==> src/rtl/canvas_arbiter.sv <==
// canvas_arbiter
//   Arbitrates one synchronous canvas RAM between three requesters. From
//   highest to lowest priority they are the VGA scan-out reads, the
//   full-canvas wipe engine and the joystick paint writes. The block maps
//   640x480 screen coordinates onto canvas cells. A VGA request always
//   returns its colour exactly three cycles later.
//
// Ports
//   clk, clr                  system clock, asynchronous active-high reset
//   vga_req/vga_x/vga_y       pixel read request for this cycle
//   vga_valid/vga_color       read result, three cycles after the request
//   paint_req/_x/_y/_color    level paint request, held until paint_ack
//   paint_ack                 one-cycle pulse, paint request consumed
//   wipe_req/wipe_color       start a full-canvas fill with wipe_color
//   wiping                    fill in progress
//   ram_en/ram_we/ram_addr/ram_wdata/ram_rdata   canvas RAM port
module canvas_arbiter #(
  parameter int CANVAS_W    = 160,
  parameter int CANVAS_H    = 120,
  parameter int SCALE_SHIFT = 2,
  parameter int COLOR_W     = 3,
  parameter int ADDR_W      = 15
) (
  input  logic               clk,
  input  logic               clr,
  input  logic               vga_req,
  input  logic [9:0]         vga_x,
  input  logic [9:0]         vga_y,
  output logic               vga_valid,
  output logic [COLOR_W-1:0] vga_color,
  input  logic               paint_req,
  input  logic [9:0]         paint_x,
  input  logic [9:0]         paint_y,
  input  logic [COLOR_W-1:0] paint_color,
  output logic               paint_ack,
  input  logic               wipe_req,
  input  logic [COLOR_W-1:0] wipe_color,
  output logic               wiping,
  output logic               ram_en,
  output logic               ram_we,
  output logic [ADDR_W-1:0]  ram_addr,
  output logic [COLOR_W-1:0] ram_wdata,
  input  logic [COLOR_W-1:0] ram_rdata
);

  localparam int X_LIM = CANVAS_W << SCALE_SHIFT;
  localparam int Y_LIM = CANVAS_H << SCALE_SHIFT;
  localparam logic [ADDR_W-1:0] LAST_ADDR = ADDR_W'(CANVAS_W * CANVAS_H - 1);

  typedef enum logic {IDLE, WIPE} state_t;

  function automatic logic [ADDR_W-1:0] cell_addr(input logic [9:0] x, input logic [9:0] y);
    logic [ADDR_W-1:0] row;
    logic [ADDR_W-1:0] col;
    row = ADDR_W'(y >> SCALE_SHIFT);
    col = ADDR_W'(x >> SCALE_SHIFT);
    return row * ADDR_W'(CANVAS_W) + col;
  endfunction

  function automatic logic in_range(input logic [9:0] x, input logic [9:0] y);
    return (32'(x) < X_LIM) && (32'(y) < Y_LIM);
  endfunction

  state_t              state_q, state_d;
  logic [ADDR_W-1:0]   wipe_addr_q, wipe_addr_d;
  logic [COLOR_W-1:0]  wipe_color_q, wipe_color_d;
  logic                wiping_q, wiping_d;
  logic                paint_ack_q, paint_ack_d;
  logic                ram_en_q, ram_en_d;
  logic                ram_we_q, ram_we_d;
  logic [ADDR_W-1:0]   ram_addr_q, ram_addr_d;
  logic [COLOR_W-1:0]  ram_wdata_q, ram_wdata_d;
  // Read pipeline: s1 = RAM access cycle, s2 = RAM data cycle.
  logic                vga_s1_q, vga_s1_d, vga_oor_s1_q, vga_oor_s1_d;
  logic                vga_s2_q, vga_s2_d, vga_oor_s2_q, vga_oor_s2_d;
  logic                vga_valid_q, vga_valid_d;
  logic [COLOR_W-1:0]  vga_color_q, vga_color_d;

  logic                start_wipe, wipe_active, wipe_grant, wipe_last, paint_grant;
  logic [ADDR_W-1:0]   wipe_slot_addr;
  logic [COLOR_W-1:0]  wipe_slot_color;

  // NOTE: every signal gets a default at the top of the block so that no
  // path leaves it unassigned, which would otherwise infer a latch.
  always_comb begin
    state_d      = state_q;
    wipe_addr_d  = wipe_addr_q;
    wipe_color_d = wipe_color_q;
    ram_en_d     = 1'b0;
    ram_we_d     = 1'b0;
    ram_addr_d   = '0;
    ram_wdata_d  = '0;

    // The tail cycle (final write on the bus, wiping still high) counts as
    // busy, so neither a new wipe nor a paint can slip in there.
    start_wipe  = (state_q == IDLE) && !wiping_q && wipe_req;
    wipe_active = (state_q == WIPE) || start_wipe;
    // The start cycle already owns a write slot: address 0, live colour.
    wipe_slot_addr  = start_wipe ? '0 : wipe_addr_q;
    wipe_slot_color = start_wipe ? wipe_color : wipe_color_q;
    wipe_grant      = wipe_active && !vga_req;
    wipe_last       = wipe_grant && (wipe_slot_addr == LAST_ADDR);
    // Requests seen while ack is high are the same request still held.
    paint_grant = paint_req && !paint_ack_q && !vga_req && !wipe_active && !wiping_q;

    if (vga_req) begin
      // An out-of-range pixel keeps the slot but touches no RAM.
      if (in_range(vga_x, vga_y)) begin
        ram_en_d   = 1'b1;
        ram_addr_d = cell_addr(vga_x, vga_y);
      end
    end else if (wipe_grant) begin
      ram_en_d    = 1'b1;
      ram_we_d    = 1'b1;
      ram_addr_d  = wipe_slot_addr;
      ram_wdata_d = wipe_slot_color;
    end else if (paint_grant && in_range(paint_x, paint_y)) begin
      ram_en_d    = 1'b1;
      ram_we_d    = 1'b1;
      ram_addr_d  = cell_addr(paint_x, paint_y);
      ram_wdata_d = paint_color;
    end

    if (start_wipe) begin
      state_d      = WIPE;
      wipe_color_d = wipe_color;
      wipe_addr_d  = '0;
    end
    // A slot lost to VGA leaves wipe_addr where it was.
    if (wipe_grant) begin
      wipe_addr_d = wipe_slot_addr + 1'b1;
      if (wipe_last) state_d = IDLE;
    end

    // Stay high through the cycle that carries the final write.
    wiping_d    = (state_d == WIPE) || wipe_last;
    paint_ack_d = paint_grant;

    vga_s1_d     = vga_req;
    vga_oor_s1_d = vga_req && !in_range(vga_x, vga_y);
    vga_s2_d     = vga_s1_q;
    vga_oor_s2_d = vga_oor_s1_q;
    vga_valid_d  = vga_s2_q;
    vga_color_d  = (vga_s2_q && !vga_oor_s2_q) ? ram_rdata : '0;
  end

  // NOTE: state updates use non-blocking assignments so that all flops
  // sample the values from before the edge, independent of statement order.
  always_ff @(posedge clk or posedge clr) begin
    if (clr) begin
      state_q      <= IDLE;
      wipe_addr_q  <= '0;
      wipe_color_q <= '0;
      wiping_q     <= 1'b0;
      paint_ack_q  <= 1'b0;
      ram_en_q     <= 1'b0;
      ram_we_q     <= 1'b0;
      ram_addr_q   <= '0;
      ram_wdata_q  <= '0;
      vga_s1_q     <= 1'b0;
      vga_oor_s1_q <= 1'b0;
      vga_s2_q     <= 1'b0;
      vga_oor_s2_q <= 1'b0;
      vga_valid_q  <= 1'b0;
      vga_color_q  <= '0;
    end else begin
      state_q      <= state_d;
      wipe_addr_q  <= wipe_addr_d;
      wipe_color_q <= wipe_color_d;
      wiping_q     <= wiping_d;
      paint_ack_q  <= paint_ack_d;
      ram_en_q     <= ram_en_d;
      ram_we_q     <= ram_we_d;
      ram_addr_q   <= ram_addr_d;
      ram_wdata_q  <= ram_wdata_d;
      vga_s1_q     <= vga_s1_d;
      vga_oor_s1_q <= vga_oor_s1_d;
      vga_s2_q     <= vga_s2_d;
      vga_oor_s2_q <= vga_oor_s2_d;
      vga_valid_q  <= vga_valid_d;
      vga_color_q  <= vga_color_d;
    end
  end

  assign vga_valid = vga_valid_q;
  assign vga_color = vga_color_q;
  assign paint_ack = paint_ack_q;
  assign wiping    = wiping_q;
  assign ram_en    = ram_en_q;
  assign ram_we    = ram_we_q;
  assign ram_addr  = ram_addr_q;
  assign ram_wdata = ram_wdata_q;

endmodule

==> config.mk <==
export PLATFORM = sky130hd
export DESIGN_NAME = canvas_arbiter
export DESIGN_NICKNAME = d
export VERILOG_FILES = /design/src/rtl/canvas_arbiter.sv
export SDC_FILE = /design/constraint.sdc
export NUM_CORES = 1
export LEC_CHECK = 0
export CORE_UTILIZATION = 40
export CTS_CLUSTER_SIZE = 24
export DETAILED_ROUTE_END_ITERATION = 7
export HOLD_SLACK_MARGIN = 0.05
export PLACE_DENSITY = 0.63
export REMOVE_ABC_BUFFERS = 1
export SYNTH_ARGS = -nofsm -noshare
export SYNTH_HDL_FRONTEND = slang
export SYNTH_SLANG_ARGS = --single-unit
==> constraint.sdc <==
create_clock -name clk -period 2.2 [get_ports clk]
set_input_delay 0.33 -clock clk [delete_from_list [all_inputs] [get_ports clk]]
set_output_delay 0.33 -clock clk [all_outputs]
set_load 0.05 [all_outputs]
==> flow_results.org, run 1 <==
** Logic synthesis
- Main combinational cell family by area after synthesis :: simple AND/OR/NAND/NOR gates
- In this run, synthesis inferred 0 flip-flops with an integrated enable.
- Among all flip-flop cells after synthesis, the most frequent one is sky130_fd_sc_hd__dfrtp_1.
- A synthesized cell averages around 10 um2.
- Netlist Area Pre-Place :: roughly 3100 um2
- Fraction of the yosys area taken by sequential cells :: between 30% and 40%
- Mux contribution to synthesized area :: less than 1%
- Gate Count Post-Synth :: between 300 and 400
- The synthesized netlist devotes 14.63% of its cell area to compound gates.
- Yosys mapped the design onto 58 distinct sky130hd cell types.
- Post-Synth XOR/XNOR Area :: 8.091%
- Synthesis inferred slightly below 50 register bits.
- In the synthesized netlist the async set-or-reset flop fraction comes to between 90% and 100%.
- During synthesis, Yosys emitted a total of 0 warnings.
- Post-synthesis share of cell area spent on and, or, nand and nor gates :: between 10% and 20%
- The synthesized netlist devotes ~15% of its cell area to adder and majority cells.

** Routing
- Vias after detailed routing :: 2913
- After detailed routing, the number of remaining DRC violations is 0.
- In this run the remaining antenna-violating nets after routing total 0.
- 1st-iter DRT viols :: ~160
- The first TritonRoute pass finished after 5 iterations.
- After detailed routing, the total wire length is 8492 um.
- Dividing the detail-routed wire length by the instance count gives 15.06 um.
- Vias per cell :: ~5.2

** Timing
- The final hold violation count was 0.
- Worst slew margin relative to its limit :: between 60% and 70%
- Final setup vio count :: 4
- Setup repair after global routing could not meet its margin everywhere.
- Worst hold slack :: 0.2439 ns
- For the pin with the worst max-slew slack, the measured transition is 0.5269 ns.
- Final period demand of the worst path :: about 2.4 ns
- For this run, the top clock speed supported by timing is a little over 400 MHz.
- The max-slew violation count is 0.
- Worst setup margin :: -0.2423 ns
- Fin crit share :: 111.0%
- Worst Clk Skew :: 0.004725 ns

** Global routing
- Total overflow reported by the global router :: 0
- Global routing consumed, on the met2 layer, 40.03% of the routing resources.
- The first global-routing pass estimated about 14000 um of wire.
- The via count of the first global-routing pass came to between 3000 and 4000.
- Largest net degree at the start of global routing :: 25
- Global Route met1 Usage :: 26.74%
- Global routing consumed, on the met3 layer, 3.535% of the routing resources.
- In the global route stage, overall resource usage came out at 21.74%.
- Initial antenna violation count :: 0
- Most utilized layer in the global route result :: met2

** Clock network
- Number of H-tree branching levels :: 2
- TritonCTS built the clock tree.
- Root cell of the clock tree :: sky130_fd_sc_hd__clkbuf_8
- CTS saw 49 sinks.
- Maximum clock insertion buffer count :: 2
- Buffers inserted during clock tree synthesis total 5.
- Clock-pin slew was measured on the worst setup and hold paths at roughly 0.090 ns.
- Clk Latency, worst-skew pair :: around 0.30 ns

** Pwr
- Summed over all cells, the static leakage comes to roughly 2.3 nW.
- Of the total power, the clock network draws ~16%.
- Net switching is around 36% of the power.
- Summed over all nets, the switching power comes to roughly 0.0011 W.
- Of the total power, registers draw ~36%.
- Worst vdd ir :: approximately 0.00033 V
- Total power density per cell area :: ~620 nW/um2
- Comb power frac :: a little under half
- Internal power comes to 0.002003 W.

** Floorplanning
- Die Outline Area :: roughly 8200 um2
- Count of standard-cell rows :: 31
- Once the floorplan was initialized, standard cells occupied a little over two fifths of the core.
- Placeable core area :: between 7000 and 8000 um2
- In this run the count of I/O pins placed on the die edge is 80.
- The floorplan step set the die height to between 90 and 100 um.
- Horizontal extent of the die :: approximately 91 um

** Cells and area
- In the final design database the tool counted between 500 and 600 nets.
- Leaving out filler cells and counting taps, the final layout contains around 560.
- Compared with the post-synthesis result, the final layout area differs by 59.90%.
- Fraction of layout cells with a size suffix above 1 :: approximately a third
- Filler instances :: 561
- 0 antenna diodes ended up in the layout.

** Place
- The count of buffers added on input and output ports is 71.
- Summed over all nets, the half-perimeter wirelength after detailed placement is slightly below 6000 um.
- Routability-driven placement finished with a final weighted congestion of 0.7734.
- Counting tap cells, the placed design contains a total of 545 instances.
- Worst slack after detailed placement :: -1.017 ns

** Setup path
- Required time at the endpoint of the critical path :: 2.39 ns
- Crit path kind :: input pin to flop
- STA puts the critical path data arrival time at 2.63 ns.
- Measured in cells, the most critical reg-to-reg path has a length of 5.
- In this run the worst path has a maximum fanout of 2.
- The worst setup path is captured at a flop.
- The worst setup path is launched from an input pin.

** Flow run
- Max_cap viols :: 0

** Status
- The checks that failed: setup timing.
- Result of the run :: finished with violations

** Min path
- The min-delay analysis places its worst path in the category input pin to asynchronous set/reset pin.
==> area by class of cell <==
cell class              instances  area (um2)  share of cell area (%)
clock inverters                 1       7.507                  0.1496
flip-flops and latches         49        1226                   24.43
repair buffers                151        1316                   26.22
clock buffers                   7       76.32                   1.520
inverters                      26       97.59                   1.944
well taps                      99       123.9                   2.468
multi-input cells             231        2172                   43.27
==> what timing repair did <==
item,4_1_cts,5_1_grt
hold buffers,0,0
endpoints found under the setup margin,5,4
setup buffers,10,1
pin swaps,30,5
gates resized for setup,106,9
==> cells by family after synthesis <==
logic type	Yosys count
AND/OR/NAND/NOR	106
AO/OA/AOI/OAI	59
flip-flops	49
multiplexers	2
XOR/XNOR	29
adder cells (fa/ha/maj)	35
buffers and inverters	33
==> final timing paths <==
check / startpoint / end / slack (ns)
setup / recovery: paint_y[5] / ram_addr[12] / -0.24
hold / removal: clr / ram_wdata[2] / 0.24
setup reg to reg: wipe_addr_q[2] / wipe_addr_q[13] / 0.28
hold reg to reg: vga_s1_q / vga_s2_q / 0.35
max in group asynchronous: clr / vga_s1_q / 1.42
min in group clk: vga_s1_q / vga_s2_q / 0.35
==> synth_stat cells (8+ instances only) <==
cell,number,area [um2]
sky130_fd_sc_hd__a21oi_1,8,40.04
sky130_fd_sc_hd__nor2_1,30,112.6
sky130_fd_sc_hd__and2_1,9,56.30
sky130_fd_sc_hd__o21ai_0,8,40.04
sky130_fd_sc_hd__nand3_1,9,45.04
sky130_fd_sc_hd__nand2_1,18,67.56
sky130_fd_sc_hd__ha_1,31,387.9
sky130_fd_sc_hd__xor2_1,18,157.7
sky130_fd_sc_hd__xnor2_1,11,96.34
sky130_fd_sc_hd__inv_1,26,97.59
sky130_fd_sc_hd__a222oi_1,10,100.1
sky130_fd_sc_hd__dfrtp_1,49,1226
==> sequential cells by signal, indices dropped and copies added, names as in the netlist, 3 cells and up <==
register / count
wipe_color_q: 3
ram_addr: 15
vga_color: 3
wipe_addr_q: 15
ram_wdata: 3
==> metal layers <==
| metal | part of all wire, % | up-vias |
|---|---|---|
| li1 | - | 1426 |
| met2 | 52 | 78 |
| met5 | 0 | - |
| met3 | 3.8 | 9 |
| met4 | 0.87 | 0 |
| met1 | 44 | 1400 |
==> critical path, cell delays in order <==
cell and delay (ns):
sky130_fd_sc_hd__buf_8 0.10, sky130_fd_sc_hd__ha_4 0.26, sky130_fd_sc_hd__ha_4 0.12, sky130_fd_sc_hd__inv_2 0.04, sky130_fd_sc_hd__fa_2 0.42, sky130_fd_sc_hd__xor2_2 0.20, sky130_fd_sc_hd__or3_4 0.35, sky130_fd_sc_hd__nor4_4 0.24
sky130_fd_sc_hd__buf_4 0.16, sky130_fd_sc_hd__xor2_2 0.06, sky130_fd_sc_hd__a222oi_1 0.27, sky130_fd_sc_hd__inv_1 0.06
==> cells in the final DEF, fill, tap and decap left out, types with 4 or more instances in the layout <==
master                            count
sky130_fd_sc_hd__ha_1                12
sky130_fd_sc_hd__ha_4                18
sky130_fd_sc_hd__nor3_1               4
sky130_fd_sc_hd__a222oi_1            10
sky130_fd_sc_hd__nor2_1              28
sky130_fd_sc_hd__a21oi_1              7
sky130_fd_sc_hd__nand2_1             18
sky130_fd_sc_hd__and2_1               9
sky130_fd_sc_hd__buf_4               78
sky130_fd_sc_hd__xnor2_1              8
sky130_fd_sc_hd__clkbuf_8             5
sky130_fd_sc_hd__clkdlybuf4s50_1     56
sky130_fd_sc_hd__clkdlybuf4s15_2      4
sky130_fd_sc_hd__inv_1               22
sky130_fd_sc_hd__buf_2                4
sky130_fd_sc_hd__o21ai_0              6
sky130_fd_sc_hd__dfrtp_1             49
sky130_fd_sc_hd__xor2_1              16
sky130_fd_sc_hd__nand4_1              5
sky130_fd_sc_hd__inv_2                4
sky130_fd_sc_hd__nand3_1              8
sky130_fd_sc_hd__nor2b_1              4
==> per-stage QoR <==
step | setup TNS [ns] | util [%] | instance area [um2] | total power (W)
after floorplan | -1.421 | - | 3102 | 0.001841
after global placement | -4.487 | 60.12 | 4454 | 0.002376
after detailed placement | -4.807 | 60.12 | 4454 | 0.002400
after CTS | -0.3907 | 67.03 | 4966 | 0.003075
after global routing | -1.041 | 67.76 | 5020 | 0.003317
final | -0.7955 | 67.76 | 5020 | 0.003121
==> power groups by stage <==
| stage | Clock, W | Combinational, W | Sequential, W |
|---|---|---|---|
| floorplan | 0 | 0.000527 | 0.00131 |
| global placement | 0 | 0.00125 | 0.00113 |
| detailed placement | 0 | 0.00127 | 0.00113 |
| CTS | 0.000522 | 0.00144 | 0.00112 |
| global route | 0.000573 | 0.00161 | 0.00113 |
| finish | 0.000513 | 0.00149 | 0.00112 |
Note: power is estimated with default switching activity, not from simulation.
==> inputs of run 2 (changes only) <==
Settings changed: CORE_UTILIZATION 40 to 45, PLACE_DENSITY 0.63 to 0.7.
==> flow_results.org, run 2 (synthesis gave the netlist of run 1 again) <==
** Setup path
- For the worst setup path, the data arrival time is 2.59 ns.
- Slowest Stage Delay on Critical Path :: between 0.3 and 0.4 ns
- Crit. End Element :: flop
- Of all nets on the critical path, the largest fanout is 2.
- For this design, the slowest cell found on the critical path is sky130_fd_sc_hd__fa_2.
- The cell that appears most often on the critical path is sky130_fd_sc_hd__ha_4.
- STA classifies the critical path startpoint as an input pin.
- Walking the worst path, the cells encountered are buf_6, ha_4, ha_4, inv_2, fa_2, xor2_1, or3_4, nor4_4, nand3_1, xnor2_1, a221o_1.
- The worst register-to-register path has a setup slack of between 0.2 and 0.25 ns.
- Crit path kind :: input pin to flop
- Required time at the endpoint of the critical path :: about 2.4 ns

** Floorplanning
- In this run the core area contains 30 standard-cell rows.
- # IOs :: 80
- Horizontal extent of the die :: roughly 86 um
- Die Outline Area :: 7315 um2
- The floorplan step defined a core boundary enclosing roughly 6800 um2.
- Once the floorplan was initialized, standard cells occupied between 40% and 50% of the core.
- The die is roughly 86 um tall.

** Routing
- The routed design uses roughly 400 um of met3 wire.
- In the routed layout, each cell is associated on average with a via count of between 5 and 6.
- Remaining antenna violation count after routing :: 0
- In the detailed route, the total length drawn on met2 is roughly 4600 um.
- Routed signal wires occupy layers up through met4.
- 1st-iter DRT viols :: roughly 140
- Post-route met1 wirelength :: between 3000 and 4000 um
- Vias after detailed routing :: slightly below 3000
- Pre-Repair DR Iteration Count :: 4
- Total routed wirelength :: ~8600 um
- Dividing the detail-routed wire length by the instance count gives around 16 um.
- Post-route DRC violation count :: 0

** Clock network
- Number of H-tree branching levels :: 2
- Maximum clock insertion buffer count :: 2
- The later pin in the worst-skew pair is clocked with a latency of about 0.30 ns.
- Num CTS Buffers :: 5
- Clock-pin slew was measured on the worst setup and hold paths at about 0.090 ns.
- CTS sink count :: between 40 and 50
- Clock tree from TritonCTS :: built
- In this run the clock root is driven by a sky130_fd_sc_hd__clkbuf_8.

** Global routing
- GRT Total Usage :: roughly 25%
- The number of antenna violations at the first check in global routing is 0.
- Largest net degree at the start of global routing :: 27
- First-pass GRT wire length :: 14410 um
- The total overflow left after global routing is 0.
- Number of global-route vias before repair :: about 3100

** Pwr
- Combinational logic burns a little under half of the power.
- Switching part of the total power :: between 30% and 40%
- Part of the power in registers :: a little over a third
- The internal power of the cells totals 0.001981 W.
- Power spread over the standard cell area amounts to 631.1 nW/um2.
- Per report_power, the clock group accounts for between 10% and 20% of the total.
- Total net switching power :: roughly 0.0011 W
- Static Leakage :: 2.232 nW
- IR analysis of the VDD net gives a maximum drop of 0.0002898 V.

** Timing
- The final hold violation count came to 0.
- Worst slew margin relative to its limit :: 65.50%
- Subtracting the final worst setup slack from the clock period gives between 2 and 2.5 ns.
- Worst Max-Slew Pin Slew :: 0.5158 ns
- Derived from the worst setup path, the maximum achievable clock frequency is 416.0 MHz.
- Setup repair after global routing could not meet its margin everywhere.
- Hold timing on the final database bottoms out at a slack of about 0.36 ns.
- Slew Limit Fails :: 0
- Final setup vio count :: 4
- Setup Total Neg Slack :: -0.5866 ns
- Worst setup margin :: -0.2038 ns
- After layout, the worst path uses 109.3% of the clock period.
- Clock skew on the completed layout was measured at approximately 0.0055 ns.

** Min path
- Worst Hold Class :: flop to flop

** Cells and area
- The top cell types in the final layout, fill and taps aside, are sky130_fd_sc_hd__buf_4, sky130_fd_sc_hd__clkdlybuf4s50_1, sky130_fd_sc_hd__dfrtp_1.
- The number of antenna diodes in the final layout is 0.
- Final core area utilization :: between 70% and 80%
- The library cell used most frequently in the layout, excluding fill and tap cells, is sky130_fd_sc_hd__buf_4.
- For this run, the number of standard cells in the final layout without fillers is roughly 540.
- In the final design database the tool counted ~550 nets.
- Area Growth Syn to Fin :: 56.52%
- In the final layout, the share of cells above drive strength 1 is 31.07%.
- Filler instances :: 461

** Status
- Result of the run :: finished with violations
- Failing checks :: setup timing

** Place
- Placer congestion estimate :: a little under 0.8
- After detailed placement, the design holds a cell count of 520.
- HPWL after DPL :: about 6000 um
- Port buffering added a little over 70 buffers.

** Flow run
- Max_cap viols :: 0
## run 2: per-stage QoR
stage	setup WS (ns)	instance area, um2	total power, W
after detailed placement	-1.025	4398	0.002389
after floorplan	-0.5140	3102	0.001841
after global routing	-0.3058	4913	0.003282
final	-0.2038	4913	0.003101
after global placement	-0.9516	4398	0.002355
after CTS	-0.1616	4838	0.003037
## run 2: worst max-delay path: cells and delay by family
kind | cells | cell delay, ns
compound gates | 1 | 0.29
xor+xnor | 2 | 0.33
fa+ha+maj | 3 | 0.78
buf+inv | 2 | 0.14
simple gates | 3 | 0.73
## run 2: layout make-up
type                            instances  area [um2]  area share, %
Multi-Input combinational cell        231        2152          43.80
Timing Repair Buffer                  143        1254          25.52
Sequential cell                        49        1226          24.96
Tap cell                               80       100.1          2.037
Inverter                               26       97.59          1.986
Clock buffer                            7       76.32          1.553
Clock inverter                          1       7.507         0.1528
## run 2: repair_timing
item                       in CTS  in global routing
hold buffers                    0                  0
pin swaps                      33                  3
resized for setup              93                 15
setup endpoints to repair       5                  5
buffers inserted                7                  2
## run 2: worst paths after layout
check / end / startpoint / depth (start not counted)
hold / removal: vga_s2_q / vga_s1_q / 0
min in group asynchronous: ram_wdata[2] / clr / 2
max in group asynchronous: vga_color[2] / clr / 3
hold reg to reg: vga_s2_q / vga_s1_q / 0
setup / recovery: ram_addr[14] / paint_y[3] / 11
setup reg to reg: wipe_addr_q[10] / state_q / 10
## run 2: power groups by stage
| stage | Combinational, W | Sequential, W | Clock [W] |
|---|---|---|---|
| 6_report | 0.00146 | 0.00112 | 0.000520 |
| 4_1_cts | 0.00140 | 0.00112 | 0.000520 |
| 5_1_grt | 0.00158 | 0.00113 | 0.000565 |
| 3_5_place_dp | 0.00126 | 0.00113 | 0 |
| 3_3_place_gp | 0.00123 | 0.00112 | 0 |
| 2_1_floorplan | 0.000527 | 0.00131 | 0 |
## run 2: per-layer routing
layer / vias to the layer above / GRT usage (%)
met5: - / 0
met4: 0 / 6.061
met3: 10 / 3.850
met2: 86 / 46.33
met1: 1454 / 29.72
li1: 1414 / -
